`src/rtl/cnt_call_pkg.sv`:
```
// Shared definitions for the counter-call scheduler.
// Contents: default sizing constants, FSM state encoding, index-width helper.
package cnt_call_pkg;

    localparam int unsigned NREQ_DEF = 4;
    localparam int unsigned CW_DEF   = 32;

    // FSM state encoding, kept as plain localparams for legacy tool flows.
    typedef logic [1:0] state_t;
    localparam state_t StIdle = 2'd0;
    localparam state_t StCall = 2'd1;
    localparam state_t StRet  = 2'd2;

    // Width of a requester index; never below one bit.
    function automatic int unsigned idx_w(input int unsigned n);
        return (n > 1) ? $clog2(n) : 1;
    endfunction

endpackage

```
`src/rtl/rr_pick.sv`:
```
// Round-robin requester selection.
// Ports:
//   req - request vector (NREQ bits)
//   ptr - index where the search starts; searches upward and wraps
//   sel - one-hot of the chosen requester (0 when req == 0)
//   idx - binary index of the chosen requester (0 when req == 0)
module rr_pick #(
    parameter int unsigned NREQ = 4,
    parameter int unsigned IW   = 2
) (
    input  logic [NREQ-1:0] req,
    input  logic [IW-1:0]   ptr,
    output logic [NREQ-1:0] sel,
    output logic [IW-1:0]   idx
);

    // (p + k) mod NREQ, valid because p < NREQ and k < NREQ.
    function automatic logic [IW-1:0] wrap_add(input logic [IW-1:0] p, input int unsigned k);
        int unsigned s;
        s = {{(32-IW){1'b0}}, p} + k;
        if (s >= NREQ) begin
            s = s - NREQ;
        end
        return s[IW-1:0];
    endfunction

    logic          found;
    logic [IW-1:0] pos;

    always_comb begin
        sel   = '0;
        idx   = '0;
        found = 1'b0;
        pos   = '0;
        for (int unsigned k = 0; k < NREQ; k++) begin
            pos = wrap_add(ptr, k);
            if (!found && req[pos]) begin
                found    = 1'b1;
                idx      = pos;
                sel[pos] = 1'b1;
            end
        end
    end

endmodule

```
`src/rtl/cnt_call_sched.sv`:
```
// Counter-call scheduler: arbitrates NREQ requesters round-robin and serves one
// "call" at a time through an IDLE -> CALL -> RET sequence. A static call
// increments a shared accumulating counter; an automatic call always yields 1.
// Ports:
//   clk, rst   - clock, asynchronous active-high reset
//   req        - per-requester level request, held until its response
//   auto_mode  - 1 = automatic call, 0 = static call (sampled at call start)
//   clr        - synchronous clear of the static counter
//   gnt        - registered one-hot grant, non-zero only in CALL and RET
//   rsp_valid  - one-cycle response pulse (during RET)
//   rsp_id     - index of the requester the response belongs to
//   rsp_cnt    - call result
//   busy       - FSM not in IDLE
module cnt_call_sched
    import cnt_call_pkg::*;
#(
    parameter int unsigned NREQ = NREQ_DEF,
    parameter int unsigned CW   = CW_DEF
) (
    input  logic                     clk,
    input  logic                     rst,
    input  logic [NREQ-1:0]          req,
    input  logic                     auto_mode,
    input  logic                     clr,
    output logic [NREQ-1:0]          gnt,
    output logic                     rsp_valid,
    output logic [$clog2(NREQ)-1:0]  rsp_id,
    output logic [CW-1:0]            rsp_cnt,
    output logic                     busy
);

    localparam int unsigned IW = $clog2(NREQ);

    state_t          state_q, state_d;
    logic [IW-1:0]   ptr_q, ptr_d;
    logic [CW-1:0]   cnt_q, cnt_d;
    logic [NREQ-1:0] gnt_q, gnt_d;
    logic [IW-1:0]   id_q, id_d;
    logic            auto_q, auto_d;
    logic            rsp_valid_q, rsp_valid_d;
    logic [IW-1:0]   rsp_id_q, rsp_id_d;
    logic [CW-1:0]   rsp_cnt_q, rsp_cnt_d;

    logic [NREQ-1:0] pick_sel;
    logic [IW-1:0]   pick_idx;
    logic [CW-1:0]   base;
    logic [CW-1:0]   result;

    rr_pick #(
        .NREQ (NREQ),
        .IW   (IW)
    ) u_rr_pick (
        .req (req),
        .ptr (ptr_q),
        .sel (pick_sel),
        .idx (pick_idx)
    );

    always_comb begin
        state_d     = state_q;
        ptr_d       = ptr_q;
        gnt_d       = gnt_q;
        id_d        = id_q;
        auto_d      = auto_q;
        rsp_valid_d = 1'b0;
        rsp_id_d    = rsp_id_q;
        rsp_cnt_d   = rsp_cnt_q;
        result      = '0;

        // clr acts every cycle; a static CALL in the same cycle counts up from 0.
        base  = clr ? '0 : cnt_q;
        cnt_d = base;

        case (state_q)
            StCall: begin
                state_d = StRet;
                if (auto_q) begin
                    result = CW'(1);
                end else begin
                    result = base + CW'(1);
                    cnt_d  = result;
                end
                rsp_valid_d = 1'b1;
                rsp_id_d    = id_q;
                rsp_cnt_d   = result;
            end
            StRet: begin
                state_d = StIdle;
                gnt_d   = '0;
            end
            default: begin
                gnt_d = '0;
                if (|req) begin
                    state_d = StCall;
                    gnt_d   = pick_sel;
                    id_d    = pick_idx;
                    ptr_d   = (pick_idx == IW'(NREQ - 1)) ? '0 : pick_idx + IW'(1);
                    auto_d  = auto_mode;
                end
            end
        endcase
    end

    always_ff @(posedge clk or posedge rst) begin
        if (rst) begin
            state_q     <= StIdle;
            ptr_q       <= '0;
            cnt_q       <= '0;
            gnt_q       <= '0;
            id_q        <= '0;
            auto_q      <= 1'b0;
            rsp_valid_q <= 1'b0;
            rsp_id_q    <= '0;
            rsp_cnt_q   <= '0;
        end else begin
            state_q     <= state_d;
            ptr_q       <= ptr_d;
            cnt_q       <= cnt_d;
            gnt_q       <= gnt_d;
            id_q        <= id_d;
            auto_q      <= auto_d;
            rsp_valid_q <= rsp_valid_d;
            rsp_id_q    <= rsp_id_d;
            rsp_cnt_q   <= rsp_cnt_d;
        end
    end

    assign gnt       = gnt_q;
    assign rsp_valid = rsp_valid_q;
    assign rsp_id    = rsp_id_q;
    assign rsp_cnt   = rsp_cnt_q;
    assign busy      = (state_q != StIdle);

endmodule

```
`config.mk`:
```
export PLATFORM = sky130hd
export DESIGN_NAME = cnt_call_sched
export DESIGN_NICKNAME = d
export VERILOG_FILES = /design/src/rtl/cnt_call_pkg.sv /design/src/rtl/rr_pick.sv /design/src/rtl/cnt_call_sched.sv
export SDC_FILE = /design/constraint.sdc
export NUM_CORES = 1
export LEC_CHECK = 0
export CORE_ASPECT_RATIO = 1.1
export CORE_MARGIN = 3
export CORE_UTILIZATION = 45
export CTS_BUF_LIST = sky130_fd_sc_hd__clkbuf_16
export CTS_CLUSTER_DIAMETER = 30
export CTS_CLUSTER_SIZE = 40
export DETAILED_ROUTE_END_ITERATION = 8
export GPL_ROUTABILITY_DRIVEN = 0
export PLACE_DENSITY = 0.66
export SETUP_SLACK_MARGIN = 0.05
export SYNTH_ARGS = -nofsm -noshare
export SYNTH_HDL_FRONTEND = slang
export SYNTH_SLANG_ARGS = --single-unit
export TNS_END_PERCENT = 30
```
`constraint.sdc`:
```
create_clock -name clk -period 6.3 [get_ports clk]
set_input_delay 1.26 -clock clk [delete_from_list [all_inputs] [get_ports clk]]
set_output_delay 1.26 -clock clk [all_outputs]
set_load 0.01 [all_outputs]
```
# Yosys cells after proc, flatten, opt, wreduce, memory -nomap -nowiden
# Cells that the tools add are included.
# word_totals
reg_bits,78
in_bits,8
out_inout_bits,40
# classes
n_addsub,9
n_lt_le_gt_ge,12
eq_ne,3
muxes,41
bitwise,4
reduce_logical,15
# op_table
operator,n
32-bit 2-to-1 mux,4
32-bit by 1-bit adder with 32-bit output (second input constant),1
2-bit 2-to-1 mux,10
4-bit 2-to-1 mux,5
2-bit by 3-bit < comparator with 1-bit output (second input constant),4
1-bit 2-to-1 mux,12
4-bit OR,3
3-bit greater-or-equal comparator (second input constant),3
1-bit binary-select mux with 2-bit select,4
1-bit demux with 2-bit select,4
2-bit by 1-bit greater-or-equal comparator with 1-bit output (second input constant),4
4-bit case mux with 2 select lines,1
2-bit by 1-bit subtractor with 2-bit output (second input constant),4
1-bit logical AND,7
2-bit by 2-bit adder with 3-bit output (second input constant),2
2-bit == test (second input constant),2
2-bit case mux with 2 select lines,1
4-bit OR reduction,1
2-bit by 1-bit adder with 3-bit output (second input constant),1
2-bit by 3-bit greater-or-equal comparator with 1-bit output (second input constant),1
1-bit logical NOT,3
3-bit nonzero test,1
2-bit by 1-bit adder with 2-bit output (second input constant),1
2-bit by 1-bit == test with 1-bit output (second input constant),1
other kinds (4),4

# Longest topological paths before layout
# Gate-level depths: netlist of the first run.
# depth
word_depth,16
depth_mapped,12
ltp_nobuf,9

# Modules after synthesis
# Synthesis of the first run repeated with hierarchy kept, for this count alone.
# hier_totals
cells_unflattened,446
hier_area_um2,4520.6
# modules_own_cells
module,instances,cells_per_inst,area_per_inst_um2,seq_area_each_um2
cnt_call_sched,1,381,4031.4,1951.9
rr_pick,1,65,489.2,0.0

# Worst setup path after synthesis of the first run
# OpenSTA, ideal clock, no wires.
# synth_path
path_type,input -> register
from,input port clr
to,register cnt_q[30]
setup_ns,0.078
arrival_time_ns,3.928
required_time_ns,6.222
setup_slack_ns,2.293
stages,11
n_path_buf,3
cell_sequence,buf_2 > clkbuf_1 > clkbuf_1 > nand2b_1 > inv_1 > ha_1 > nand4_1 > or3_4 > or4_4 > or4_1 > a21oi_1
# synth_between
elab_chain_cells,4
# synth_lines
item,line,source
from (decl),cnt_call_sched.sv:24,"input logic clr,"
32-bit 2-to-1 mux (*),cnt_call_sched.sv:71,base = clr ? '0 : cnt_q;
32-bit by 1-bit adder with 32-bit output,cnt_call_sched.sv:80,result = base + CW'(1);
32-bit 2-to-1 mux,cnt_call_sched.sv:77,if (auto_q) begin
32-bit 2-to-1 mux (*),cnt_call_sched.sv:74,case (state_q)
via cnt_d[30],cnt_call_sched.sv:36,"logic [CW-1:0] cnt_q, cnt_d;"
to (signal assigned),cnt_call_sched.sv:118,cnt_q <= cnt_d;
to (decl),cnt_call_sched.sv:36,
# Mark *: on every way through the listed nets, which the timed path passes. The rest lies on a longest branch.
# A chain may end at the register's enable or synchronous reset.

# Final worst setup path of the first run
# Same ends and word-level chain as after synthesis.

==> results of run 1 <==
## power breakdown
part           total [mW]  internal (mW)  switching (mW)
Clock               0.437          0.255           0.181
Sequential          0.610          0.560          0.0508
Combinational       0.618          0.245           0.373
## critical path, delay by kind of cell
family	cells	cell delay, ps
buf+inv	3	750
fa+ha+maj	1	240
simple gates	5	1960
compound gates	1	140
## synth_stat cells (all sizes together) (14+ instances only)
cell type  number
a22o           16
nor3           14
nor2b          21
clkbuf         23
xnor2          26
dfrtp          78
xor2           23
nor2           28
ha             14
nand3          14
nand2          36
## registers in the layout (all words and copies together), names as in the netlist, 2 cells and up
register  flops
cnt_q        32
rsp_cnt      32
gnt           4
id_q          2
ptr_q         2
rsp_id        2
state_q       2
## cell usage in the layout (no fill, tap or decap), types with 14 or more instances in the layout
master / netlist / routed
nor2_1: 28 / 28
nand2_1: 36 / 36
nor3_1: 14 / 14
ha_1: 14 / 14
nor2b_1: 20 / 19
dfrtp_1: 78 / 78
xnor2_1: 26 / 26
a22o_1: 16 / 16
nand3_1: 14 / 14
clkdlybuf4s50_1: 0 / 47
xor2_1: 23 / 23
## cell type report
type                       instances  area (um2)
multi-input combinational        334        2370
clock buffer                       9         225
tap                              117         146
sequential                        78        1950
inverter                          12        45.0
timing repair buffer              51         500
clock inverter                     4        17.5
fill                             838        4240
## final timing paths
| path | start | to | slack, ps | depth (start not counted) |
|---|---|---|---|---|
| worst max-delay path | clr | cnt_q[30] | 2160 | 10 |
| worst min-delay path | rsp_cnt[9] | rsp_cnt[9] | 480 | 1 |
| worst max register to register | ptr_q[0] | ptr_q[1] | 3260 | 9 |
| worst min register to register | rsp_cnt[9] | rsp_cnt[9] | 480 | 1 |
| max in group asynchronous | rst | cnt_q[15] | 4080 | 3 |
| min in group asynchronous | rst | rsp_cnt[8] | 1530 | 3 |
## metal layers
metal  GRT usage (%)  part of all wire [%]  vias to the layer above
li1                -                     -                     1688
met1            26.9                    47                     1701
met2            29.7                    48                       91
met3            3.40                   4.3                       10
met4            6.06                   1.1                        0
met5               0                     0                        -
## metrics by stage
stage | hold slack [ps] | total power [mW] | util, % | setup slack, ps | cells
after global routing | 508 | 1.78 | 55.4 | 2000 | 605
after floorplan | 475 | 1.04 | - | 2290 | 448
after detailed placement | 472 | 1.24 | 52.8 | 1850 | 592
final | 482 | 1.66 | 55.4 | 2160 | 605
after global placement | 472 | 1.23 | 52.8 | 1940 | 592
after CTS | 489 | 1.69 | 55.4 | 2180 | 605
## kinds of logic after synthesis
family	share of synthesized area (%)
xor+xnor	9.64
simple gates	22.9
compound gates	13.0
buf+inv	3.06
mux	3.62
fa+ha+maj	3.93
flops	43.8
==> results.md, run 1 <==
- Max Slew Vio Count: 0
- Hold_buf cts: 0
- LEAKAGE: 2.27 nW
- Pwr dens: 317 nW/um2
- GRT Total Usage: 19.0%
- Area leader, netlist: dfrtp_1
- Initial core utilization: 46.9%
- Clk slew on worst S/H paths: 50 ps
- DRT Pass-1 Iters: 5
- Setup TNS Final: 0 ps
- Worst VDD drop: 287 uV
- Core area: 9490 um2
- Vias in the first global route: 3,454
- Net Count, Synth: 470
- Final Cell Area: 5250 um2
- Vias per inst: 5.77
- Clk sink count: 78
- PostCTS Resize Cnt: 0
- Slew @ Worst Pin: 998 ps
- Peak Freq: 0.242 GHz
- Area grow syn2layout: 18.0%
- Die width: 101 um
- Layout cells sized above 1: 7.99%
- Synthesized area per cell: 9.94 um2
- CP max-delay cell: or4_4
- Post-Syn Instances: 448
- CP peak stage delay: 530 ps
- CTS tree: built
- Unrepaired setup endpoints after global routing: no
- Row count: 37
- Mapped cell area: 4450 um2
- Synth top area cells: dfrtp_1 44%, xnor2_1 5.1%, xor2_1 4.5%, ha_1 3.9%, a22o_1 3.1%
- Via Count: 3,490
- Synth warn: 0
- Yosys cell types: 63
- Clock latency on the worst-skew pair: 320 ps
- Largest net degree at the start of global routing: 79
- Placed Area: 5010 um2
- Top FF cell, synth: dfrtp_1
- Final setup viols: 0
- Required time worst endpoint: 6540 ps
- Seq/Total Area, Yosys: 43.8%
- Initial antenna violation count: 0
- WS Path Type: input port to flip-flop
- Startpoint types: input port
- CP Capture Type: flip-flop
- Drc violations: 0
- Die height: 110 um
- Final Critical Period: 4140 ps
- Antenna Cells: 0
- H-tree Lvls: 3
- Die area: 11,100 um2
- Crit path DAT: 4380 ps
- Outcome: completed
- Crit-path max FO: 41
- Port Buffers: 47
- Num CTS Buffers: 9
- First-pass GRT wire length: 17.0 mm
- Routed WL: 9.98 mm
- Post-route ant nets: 0
- Yosys top cell area share: 43.8%
- Final #Nets: 508
- Async SR Flop Fraction: 100%
- Slew headroom: 33.4%
- Clock Skews: 7.30 ps
- I/O pins: 48
- Avg WL per Cell: 16.5 um
- Root Driver: clkbuf_16
- Final hold vios: 0
- Synth Register Bits: 78
- Initial drt markers: 200
- Worst path cell trace: clkdlybuf4s50_1 > buf_4 > nand2b_1 > inv_1 > ha_1 > nand4_1 > or3_4 > or4_4 > or4_1 > a21oi_1
- Dpl hpwl: 6.90 mm
- Fin crit share: 65.7%
- Maxcap violations: 0
- GR Overflow Total: 0
- Hold Path Class: flip-flop to flip-flop
- Setup Fix Bufs, Post-CTS: 0
- Post-synth EDFFs: 0
- Clock Path Buffers: 2
No activity file was read; power rests on OpenSTA's default activity.
==> run 2: changes to the inputs <==
- clock period: 6.3 -> 4.1 ns (I/O delays scaled with it)
==> run 2 against run 1 <==
Non-clock buffer count is 4 higher; global-route usage is 1.1 points higher; worst setup slack lost 1600 ps; combinational power rose by 55%; critical path type unchanged; highest routed layer unchanged.
==> results.md, run 2 (same netlist as run 1, synthesis figures left out) <==
- Non-filler cells, final: 612 (+1.2%)
- Pwr dens: 508 nW/um2 (+60%)
- Most frequent cells in the layout: 78 x dfrtp_1, 47 x clkdlybuf4s50_1, 36 x nand2_1
- M3 GR Usage: 3.84% (+0.44 points)
- Sw frac: 35.1% (-1.2 points)
- DRT Pass-1 Iters: 4 (-1)
- Initial antenna violation count: 0 (unchanged)
- WS Path Type: input port to flip-flop
- Placed Area: 5050 um2 (+0.85%)
- GR Overflow Total: 0 (unchanged)
- GRT met2 Usage: 31.4% (+1.7 points)
- Maxcap violations: 0 (unchanged)
- First-pass GRT wire length: 17.6 mm (+3.9%)
- Die width: 101 um (unchanged)
- Root Driver: clkbuf_16
- Area grow syn2layout: 20.4%
- Peak Freq: 0.285 GHz
- H-tree Lvls: 3 (unchanged)
- Int Pwr: 1.77 mW (+67%)
- Worst VDD drop: 369 uV (+29%)
- CP Capture Type: flip-flop
- Routed WL: 10.3 mm (+3.6%)
- Most common cell after layout, fill and taps aside: dfrtp_1
- Crit path DAT: 3770 ps (-610 ps)
- Layout Utilization: 56.5% (+1.1 points)
- Row count: 37 (unchanged)
- Layout cells sized above 1: 9.09% (+1.1 points)
- Seq pwr share: 34.5% (-2.2 points)
- Hold_buf cts: 0 (unchanged)
- Clk slew on worst S/H paths: 60 ps (about the same)
- Max Slew Vio Count: 0 (unchanged)
- Final hold vios: 0 (unchanged)
- LEAKAGE: 2.33 nW (+2.8%)
- Port Buffers: 47 (unchanged)
- Post-route ant nets: 0 (unchanged)
- Avg WL per Cell: 16.9 um (+2.4%)
- Clk sink count: 78 (unchanged)
- Dpl hpwl: 7.20 mm (+4.3%)
- CP peak stage delay: 540 ps (about the same)
- Vias per inst: 5.73 (-0.72%)
- Num CTS Buffers: 9 (unchanged)
- Core area: 9490 um2 (unchanged)
- Final Cell Area: 5360 um2 (+2.0%)
- Antenna Cells: 0 (unchanged)
- Die area: 11,100 um2 (unchanged)
- Worst path cell trace: clkdlybuf4s50_1 > nand2b_1 > inv_1 > ha_1 > nand4_1 > or3_4 > or4_4 > or4_1 > a21oi_1
- Slew @ Worst Pin: 913 ps (-85.4 ps)
- Combinational fraction of design power: 35.2% (-1.9 points)
- Placed Instances: 596 (+0.68%)
- Crit-path max FO: 13 (-68%)
- Final Critical Period: 3510 ps
- Fin crit share: 85.6%
- Largest net degree at the start of global routing: 44 (-44%)
- Drc violations: 0 (unchanged)
- Via Count: 3,505 (+0.43%)
- Initial core utilization: 46.9% (unchanged)
- Clock power share: 30.3% (+4.1 points)
- Die height: 110 um (unchanged)
- Unrepaired setup endpoints after global routing: no
- Setup Fix Bufs, Post-CTS: 0 (unchanged)
- I/O pins: 48 (unchanged)
- Clock Skews: 6.28 ps (-1.02 ps)
- Slew headroom: 39.0% (+5.6 points)
- CTS tree: built
- Net load switching power: 0.955 mW (+58%)
- PostCTS Resize Cnt: 0 (unchanged)
- Fill cells: 824 (-1.7%)
- Startpoint types: input port
- Vias in the first global route: 3,442 (-0.35%)
- Setup TNS Final: 0 ps (unchanged)
- Outcome: completed
- GRT Total Usage: 20.1% (+1.1 points)
- GR Util met1: 28.0% (+1.1 points)
- Hold Path Class: flip-flop to flip-flop
- Required time worst endpoint: 4360 ps (-2180 ps)
- Clock Path Buffers: 2 (unchanged)
- Initial drt markers: 165 (-18%)
- CP max-delay cell: or4_4
- GR peak layer: met2
- Clock latency on the worst-skew pair: 340 ps (+20 ps)
- Final #Nets: 512 (+0.79%)
- Final setup viols: 0 (unchanged)
run 2: metrics by stage:
step           hold slack (ps)  power (mW)  setup WS [ps]
5_1_grt                    505        2.90            450
2_1_floorplan              475        1.60            533
3_5_place_dp               472        1.91            268
6_report                   486        2.72            590
4_1_cts                    491        2.75            602
3_3_place_gp               465        1.90            371
run 2: layer usage:
metal | routed length, um | up-vias
li1 | - | 1709
met1 | 4940 | 1718
met2 | 4920 | 72
met3 | 398 | 6
met4 | 80 | 0
met5 | 0 | -
run 2: final timing paths:
kind / cells past startpoint / from / slack (ps) / to
setup / recovery: 9 / clr / 590 / cnt_q[30]
hold / removal: 1 / rsp_cnt[4] / 490 / rsp_cnt[4]
setup reg to reg: 9 / ptr_q[0] / 1060 / ptr_q[1]
hold reg to reg: 1 / rsp_cnt[4] / 490 / rsp_cnt[4]
max in group asynchronous: 3 / rst / 2390 / cnt_q[30]
min in group asynchronous: 2 / rst / 1010 / gnt[1]
run 2: final cells by class:
class | instances | area (um2) | area share [%]
timing repair buffer | 55 | 543 | 10.1
multi-input combinational | 334 | 2370 | 44.2
inverter | 12 | 45.0 | 0.840
tap | 117 | 146 | 2.73
sequential | 78 | 1950 | 36.4
clock buffer | 9 | 225 | 4.20
clock inverter | 7 | 81.3 | 1.52
run 2: worst max-delay path: cells and delay by family:
family,cells,cell delay [ps]
buffers and inverters,2,580
adder cells (fa/ha/maj),1,250
AND/OR/NAND/NOR,5,1960
AO/OA/AOI/OAI,1,160
run 2: power groups by stage:
stage | sequential [mW] | combinational [mW] | clock (mW)
detailed placement | 0.951 | 0.963 | 0
CTS | 0.941 | 0.964 | 0.845
global route | 0.955 | 1.06 | 0.883
floorplan | 0.943 | 0.660 | 0
global placement | 0.949 | 0.953 | 0
finish | 0.939 | 0.958 | 0.826
